<file path="src/rtl/vga_sync_receiver.sv">
// vga_sync_receiver
// Receiving end of a VGA timing stream. It registers hsync/vsync/rgb, recovers
// pixel coordinates and a data-valid strobe, measures line and frame lengths,
// and checks them against the configured mode to report lock.
//
// Output strobe semantics: pix_valid is a pure valid strobe with no ready
// (no backpressure). When pix_valid=1, pix_x/pix_y/pix_rgb describe one active
// pixel for exactly that cycle. When pix_valid=0, all three are 0.
// An rgb value sampled at the input on cycle n appears on pix_rgb on cycle n+2,
// together with its coordinates.
module vga_sync_receiver #(
  parameter int h_size      = 800,
  parameter int h_synctime  = 80,
  parameter int h_porch     = 80,
  parameter int v_size      = 600,
  parameter int v_synctime  = 1,
  parameter int v_porch     = 46,
  parameter int lock_frames = 2
) (
  input  logic        clk,
  input  logic        reset,
  input  logic        hsync,
  input  logic        vsync,
  input  logic [2:0]  rgb,
  output logic [10:0] pix_x,
  output logic [9:0]  pix_y,
  output logic        pix_valid,
  output logic [2:0]  pix_rgb,
  output logic [11:0] line_len,
  output logic [10:0] frame_lines,
  output logic        locked,
  output logic        timing_err,
  output logic [1:0]  state_dbg
);

  localparam logic [11:0] h_period    = 12'(h_size + h_synctime + h_porch);
  localparam logic [11:0] h_start     = 12'(h_synctime + h_porch);
  localparam logic [10:0] h_start_x   = h_start[10:0];
  localparam logic [10:0] v_period    = 11'(v_size + v_synctime + v_porch);
  localparam logic [10:0] v_start     = 11'(v_synctime + v_porch);
  localparam logic [9:0]  v_start_y   = v_start[9:0];
  localparam logic [3:0]  lock_target = 4'(lock_frames);

  localparam logic [1:0] st_search = 2'd0;
  localparam logic [1:0] st_track  = 2'd1;
  localparam logic [1:0] st_locked = 2'd2;

  logic        hs_q, hs_d, vs_q, vs_d;
  logic [2:0]  rgb_q;
  logic [11:0] h_cnt, h_inc, h_next;
  logic [10:0] v_cnt, v_inc, v_next;
  logic [3:0]  good_cnt, good_inc;
  logic [1:0]  state;
  logic        hs_rise, vs_rise;
  logic        active, line_err, frame_err, err;

  assign state_dbg = state;

  // Stage 1: sample the incoming sync and colour, keep the previous sync sample for edge detection
  always_ff @(posedge clk) begin
    if (reset) begin
      hs_q  <= 1'b0;
      hs_d  <= 1'b0;
      vs_q  <= 1'b0;
      vs_d  <= 1'b0;
      rgb_q <= 3'd0;
    end else begin
      hs_q  <= hsync;
      hs_d  <= hs_q;
      vs_q  <= vsync;
      vs_d  <= vs_q;
      rgb_q <= rgb;
    end
  end

  // Counter advance, active-region decode and timing checks for the stage-1 sample
  always_comb begin
    hs_rise  = hs_q & ~hs_d;
    vs_rise  = vs_q & ~vs_d;
    h_inc    = (h_cnt == 12'hfff) ? h_cnt : h_cnt + 12'd1;
    v_inc    = (v_cnt == 11'h7ff) ? v_cnt : v_cnt + 11'd1;
    h_next   = hs_rise ? 12'd0 : h_inc;
    v_next   = v_cnt;
    if (vs_rise) begin
      v_next = 11'd0;
    end else if (hs_rise) begin
      v_next = v_inc;
    end
    active   = (h_next >= h_start) && (h_next < h_period) &&
               (v_next >= v_start) && (v_next < v_period);
    // A line is bad if it ends at the wrong length or runs past the period without an edge
    line_err  = hs_rise ? (h_inc != h_period) : (h_inc == h_period);
    frame_err = vs_rise ? (v_inc != v_period) : (hs_rise && (v_inc == v_period));
    err       = (state != st_search) && (line_err || frame_err);
    good_inc  = (good_cnt == 4'hf) ? good_cnt : good_cnt + 4'd1;
  end

  // Stage 2: counters, measured lengths and the registered pixel outputs
  always_ff @(posedge clk) begin
    if (reset) begin
      h_cnt       <= 12'd0;
      v_cnt       <= 11'd0;
      line_len    <= 12'd0;
      frame_lines <= 11'd0;
      pix_x       <= 11'd0;
      pix_y       <= 10'd0;
      pix_valid   <= 1'b0;
      pix_rgb     <= 3'd0;
    end else begin
      h_cnt <= h_next;
      v_cnt <= v_next;
      if (hs_rise) begin
        line_len <= h_inc;
      end
      if (vs_rise) begin
        frame_lines <= v_inc;
      end
      pix_valid <= active;
      pix_x     <= active ? (h_next[10:0] - h_start_x) : 11'd0;
      pix_y     <= active ? (v_next[9:0] - v_start_y) : 10'd0;
      pix_rgb   <= active ? rgb_q : 3'd0;
    end
  end

  // Lock FSM: first vsync starts tracking, enough clean frames lock, any violation drops to search
  always_ff @(posedge clk) begin
    if (reset) begin
      state      <= st_search;
      good_cnt   <= 4'd0;
      locked     <= 1'b0;
      timing_err <= 1'b0;
    end else begin
      timing_err <= 1'b0;
      case (state)
        st_search: begin
          if (vs_rise) begin
            state    <= st_track;
            good_cnt <= 4'd0;
          end
        end
        st_track, st_locked: begin
          if (err) begin
            timing_err <= 1'b1;
            locked     <= 1'b0;
            good_cnt   <= 4'd0;
            state      <= st_search;
          end else if (vs_rise) begin
            good_cnt <= good_inc;
            if (good_inc >= lock_target) begin
              state  <= st_locked;
              locked <= 1'b1;
            end
          end
        end
        default: begin
          state    <= st_search;
          good_cnt <= 4'd0;
          locked   <= 1'b0;
        end
      endcase
    end
  end

endmodule

</file>
<file path="config.mk">
export PLATFORM = sky130hd
export DESIGN_NAME = vga_sync_receiver
export DESIGN_NICKNAME = d
export VERILOG_FILES = /design/src/rtl/vga_sync_receiver.sv
export SDC_FILE = /design/constraint.sdc
export NUM_CORES = 1
export LEC_CHECK = 0
export ABC_AREA = 1
export CAP_MARGIN = 20
export CORE_ASPECT_RATIO = 0.7
export CORE_MARGIN = 1
export CORE_UTILIZATION = 54
export DETAILED_ROUTE_END_ITERATION = 6
export PLACE_DENSITY = 0.78
export SLEW_MARGIN = 20
export SYNTH_ARGS = -nofsm -noshare
export SYNTH_HDL_FRONTEND = slang
export SYNTH_SLANG_ARGS = --single-unit
</file>
<file path="constraint.sdc">
create_clock -name clk -period 2.8 [get_ports clk]
set_input_delay 0.56 -clock clk [delete_from_list [all_inputs] [get_ports clk]]
set_output_delay 0.56 -clock clk [all_outputs]
set_load 0.05 [all_outputs]
</file>
==> results.toml, run 1 <==
[placed_design]
gp_congestion = 0.9360
placed_area_um2 = 4806
dp.cells = 725
portBuffers = 58
preCtsSetupSlack_ps = 190.9
hpwl_um = 7084

[synthesis]
synth_warnings = 0
synth_xor_xnor_area_share_pct = 1.878
synth_top_area_share_pct = 41.68
synth_compound_area_share_pct = 10.81
yosysSeqAreaShare_pct = 41.68
ys_seq_elements = 86
synth.largest_area_cell = "dfxtp_1"
syn-cell-area_um2 = 4130
synth_cells = 576
syn_nets = 592
synth-adder-area-share_pct = 2.726
ys_types = 39
synth_top_family_by_area = "simple AND/OR/NAND/NOR gates"
syn_area_per_cell_um2 = 7.171
yosys_most_used_dff = "dfxtp_1"
synth_mux_area_share_pct = 0
synth_commonest_cells = "108 x nand2_1, 108 x nor2_1, 86 x dfxtp_1"
yosys.area_share.simple_pct = 32.44
synth_area_leaders = "dfxtp_1 42%, nand2_1 9.8%, nor2_1 9.8%"
synth_edf_count = 0
synthArstFlopShare_pct = 0

[clock_network]
numCtsBuffers = 9
cts_root_buffer = "clkbuf_8"
clk_pin_slew_worst_paths_ps = 100
cts_sinks = 86
cts_max_level = 3
clockBufferDepth = 2
cts_tree = "done"
worst_skew_pair.late_latency_ps = 370

[power_and_ir_drop]
power_density_nw_per_um2 = 553.7
p_leak_nw = 2.353
total_power_mw = 2.815
ir_drop_v = 0.0004153

[timing]
period_needed_ps = 2649
min_period_over_period_pct = 94.60
max-slew-margin-rel_pct = 61.87
setup_slack_ps = 151.2
drv_slew = 0
fin_skew_ps = 11.80
setup_viol = 0
tightest_slew_ps = 570.1
hold_slack_ps = 415.2
timing.fmax_mhz = 377.5
final_hold_viol_count = 0
fin_setup_tns_ps = 0

[global_routing]
overflow = 0
grt_max_degree = 47
grt_use_total_pct = 25.76
antenna_found_initial = 0
grt_pass1_vias = 3328
grt_pass1_wl_um = 16020

[route]
wl_per_cell_um = 13.69
wl_um = 10200
viasPerCell = 5.236
antenna_left = 0
drc_errors = 0
drtPass1Iterations = 5
drt_iter0_drc = 280
vias = 3901

[critical_path]
crit_slowest_cell = "dfxtp_1"
start_kind = "flop"
r2r_slack_ps = 150
crit_arrival_ps = 2960
critPathMaxStageDelay_ps = 430
path_max_fanout = 7
end_kind = "flop"
path_buf_inv = 0
crit_required_ps = 3110
crit_chain = "ha_1 > nand2_2 > nor2_4 > nand3_1 > o21ai_1 > or2_2 > nand4_1 > a21oi_1 > o21ai_0 > nand3b_2 > nor2_1"
path_delay_family = "simple AND/OR/NAND/NOR gates"
path_class = "reg -> reg"

[floorplan]
die_y_um = 75.17
io_pins = 59
die_x_um = 106.5
start_util_pct = 56.18
die_area_um2 = 8008
design.core.area_um2 = 7352
fp-row-count = 26

[layout]
fin_area_um2 = 5085
nets = 658
seq_area_um2 = 1723
diodes = 0
multi_input_area_um2 = 2052
area_growth_pct = 23.11
drive_gt1_share_pct = 12.21
final_util_pct = 69.16
final_cells = 745
n_fill_cell = 645

[hold_path]
worstHoldPathType = "reg -> reg"

[outcome]
outcome = "finished, final reports clean"

[job]
drv_cap = 0
worst register-to-register path, delay by kind of cell, from the launching register on:
kind	cells	cell delay, ps
AND/OR/NAND/NOR	7	1250
AO/OA/AOI/OAI	3	650
flip-flops	1	430
adder cells (fa/ha/maj)	1	260
state kept, by name, indices dropped and copies added, names as in the netlist, 2 cells and up:
register	count
state_dbg	2
h_cnt	12
pix_y	10
rgb_q	3
pix_rgb	3
good_cnt	4
v_cnt	11
pix_x	11
frame_lines	11
line_len	12
layout make-up:
cell class	count	share of cell area, %
Inverter	83	6.201
Multi-Input combinational cell	391	40.35
Clock buffer	9	2.436
Sequential cell	86	33.88
Tap cell	98	2.411
Clock inverter	7	1.476
Timing Repair Buffer	71	13.24
repair_timing:
action | in CTS | in global routing
buffers inserted | 0 | 1
resized for setup | 0 | 9
endpoints found under the setup margin | 0 | 24
hold buffers | 0 | 0
power by group:
group	leakage, nW	switching, mW	internal (mW)
Sequential	0.701	0.0394	1.27
Clock	0.0990	0.531	0.355
Combinational	1.55	0.408	0.208
Total	2.35	0.978	1.84
path summary, 6_finish.rpt:
kind	start	end	cells past startpoint
max	h_cnt[0]	pix_x[7]	11
min	rgb_q[1]	pix_rgb[1]	2
min reg2reg	rgb_q[1]	pix_rgb[1]	2
max reg2reg	h_cnt[0]	pix_x[7]	11
placed cells by master, fill, tap and decap left out, drive strengths merged:
cell type / n
nor2: 118
nand2: 114
inv: 87
dfxtp: 86
clkdlybuf4s50: 57
nand3: 42
o21ai: 34
a21oi: 25
buf: 14
nand4: 10
o211ai: 10
clkbuf: 9
ha: 9
xor2: 6
nor3: 6
nand3b: 5
or2: 4
o21bai: 3
xnor2: 2
clkinv: 2
a31oi: 1
nor4: 1
clkinvlp: 1
conb: 1
per-layer routing:
layer / routed length (um) / vias up / GRT usage, %
li1: - / 1948 / -
met5: 0 / - / 0
met2: 4111 / 161 / 37.16
met4: 148 / 0 / 7.763
met3: 814 / 17 / 6.753
met1: 5124 / 1775 / 37.65
cell families after synthesis:
group / after synthesis
other cells: 1
fa+ha+maj: 9
xor+xnor: 8
buf+inv: 102
simple gates: 297
compound gates: 73
flops: 86
Power figures use the tool's default switching activity.
==> inputs of run 2 (changes only) <==
- PLACE_DENSITY: 0.78 -> 0.84
==> results.toml, run 2 (same netlist as run 1, synthesis figures left out) <==
[placed_design]
hpwl_um = 7297
portBuffers = 58
placed_area_um2 = 4766
dp.cells = 719
gp_congestion = 0.8919

[critical_path]
crit_chain = "ha_1 > nand2_2 > nor2_4 > nand3_1 > o21ai_1 > or2_2 > nand4_1 > a21oi_1 > o21ai_0 > nand3b_2 > nor2_1"
path_max_fanout = 7
reg2reg_from = "h_cnt[0]"
critPathMaxStageDelay_ps = 430
path_class = "reg -> reg"
end_kind = "flop"
worstRegToRegCells = 11
crit_arrival_ps = 2980
r2r_end = "pix_x[9]"
crit_slowest_cell = "dfxtp_1"
start_kind = "flop"
r2r_slack_ps = 120
crit_required_ps = 3100

[layout]
final_util_pct = 68.81
final_cells = 738
reg_top3 = "h_cnt x12, line_len x12"
diodes = 0
drive_gt1_share_pct = 10.94
nets = 651
most-common-layout-cells = "107 x nand2_1, 107 x nor2_1, 85 x dfxtp_1, 81 x inv_1, 58 x clkdlybuf4s50_1"
area_growth_pct = 22.48
fin_area_um2 = 5059

[clock_network]
cts_root_buffer = "clkbuf_8"
numCtsBuffers = 9
hold_buffers = 0
cts_tree = "done"
cts_max_level = 3
worst_skew_pair.late_latency_ps = 370
clk_pin_slew_worst_paths_ps = 100
cts_sinks = 86
clockBufferDepth = 2

[global_routing]
antenna_found_initial = 0
grt_pass1_wl_um = 16330
overflow = 0
grt_use_total_pct = 26.48
grt_max_degree = 47
grt_pass1_vias = 3448

[floorplan]
start_util_pct = 56.18
fp-row-count = 26
die_y_um = 75.17
die_area_um2 = 8008
die_x_um = 106.5
io_pins = 59
design.core.area_um2 = 7352

[timing]
fin_skew_ps = 11.22
drv_slew = 0
period_needed_ps = 2680
setup_viol = 0
tightest_slew_ps = 610.9
grt_setup_unrepaired = "yes"
timing.fmax_mhz = 373.1
hold_slack_ps = 417.4
final_hold_viol_count = 0
min_period_over_period_pct = 95.71
max-slew-margin-rel_pct = 59.09
fin_setup_tns_ps = 0

[route]
drtPass1Iterations = 5
viasPerCell = 5.367
wl_per_cell_um = 14.14
drc_errors = 0
wl_um = 10430
drt_iter0_drc = 313
antenna_left = 0
vias = 3961

[hold_path]
worstHoldPathType = "reg -> reg"
min_from = "rgb_q[2]"
holdPathStages = 2
worstHoldEndpoint = "pix_rgb[2]"

[outcome]
outcome = "finished, final reports clean"

[job]
drv_cap = 0

[power_and_ir_drop]
power_density_nw_per_um2 = 585.1
ir_drop_v = 0.0004049
p_leak_nw = 2.337
==> run 2: changes by cell type in the layout (fill, tap and decap cells not counted), sizes merged <==
cell / delta
buf: -7
bufinv: +2
clkdlybuf4s50: +1
clkinv: -1
clkinvlp: -1
nand3b: -1
==> run 2: cell type report <==
type	count	area (um^2)
fillers	633	2293
multi-input cells	390	2029
clock inverters	7	111.4
flip-flops and latches	86	1723
repair buffers	65	633.1
inverters	83	315.3
clock buffers	9	123.9
well taps	98	122.6
==> run 2: per-stage QoR <==
stage / setup WS [ps] / power (mW)
after global placement: 313.5 / 1.908
after detailed placement: 155.3 / 1.931
after global routing: -44.23 / 3.082
after CTS: 85.58 / 2.953
after floorplan: 470.8 / 1.776
final: 120.1 / 2.960
==> run 2: metal layers <==
metal	GRT usage (%)	up-vias	wire, um
met4	6.849	0	132
met5	0	-	0
met2	41.13	177	4492
met1	36.64	1831	4973
li1	-	1935	-
met3	7.532	18	834
==> run 2: worst max-delay path by stage <==
stage / startpoint / cells past startpoint / end
after global routing: h_cnt[1] / 11 / pix_x[9]
after CTS: v_cnt[1] / 16 / pix_y[4]
after detailed placement: v_cnt[1] / 14 / pix_y[4]
final: h_cnt[0] / 11 / pix_x[9]
after global placement: h_cnt[1] / 11 / pix_y[6]
after floorplan: v_cnt[1] / 17 / pix_y[9]
==> run 2: worst max-delay path, delay by kind of cell (launching register included) <==
family / cells / cell delay [ps]
simple gates: 7 / 1290
fa+ha+maj: 1 / 270
flops: 1 / 430
compound gates: 3 / 630
==> run 2: timing repair <==
action / CTS / global route
setup endpoints to repair: 0 / 24
buffers inserted: 0 / 1
resized for setup: 0 / 6
==> run 2: power by group <==
part,internal [mW],switching [mW]
clock network,0.528,0.511
registers,1.27,0.0414
logic,0.201,0.405
total,2.00,0.957
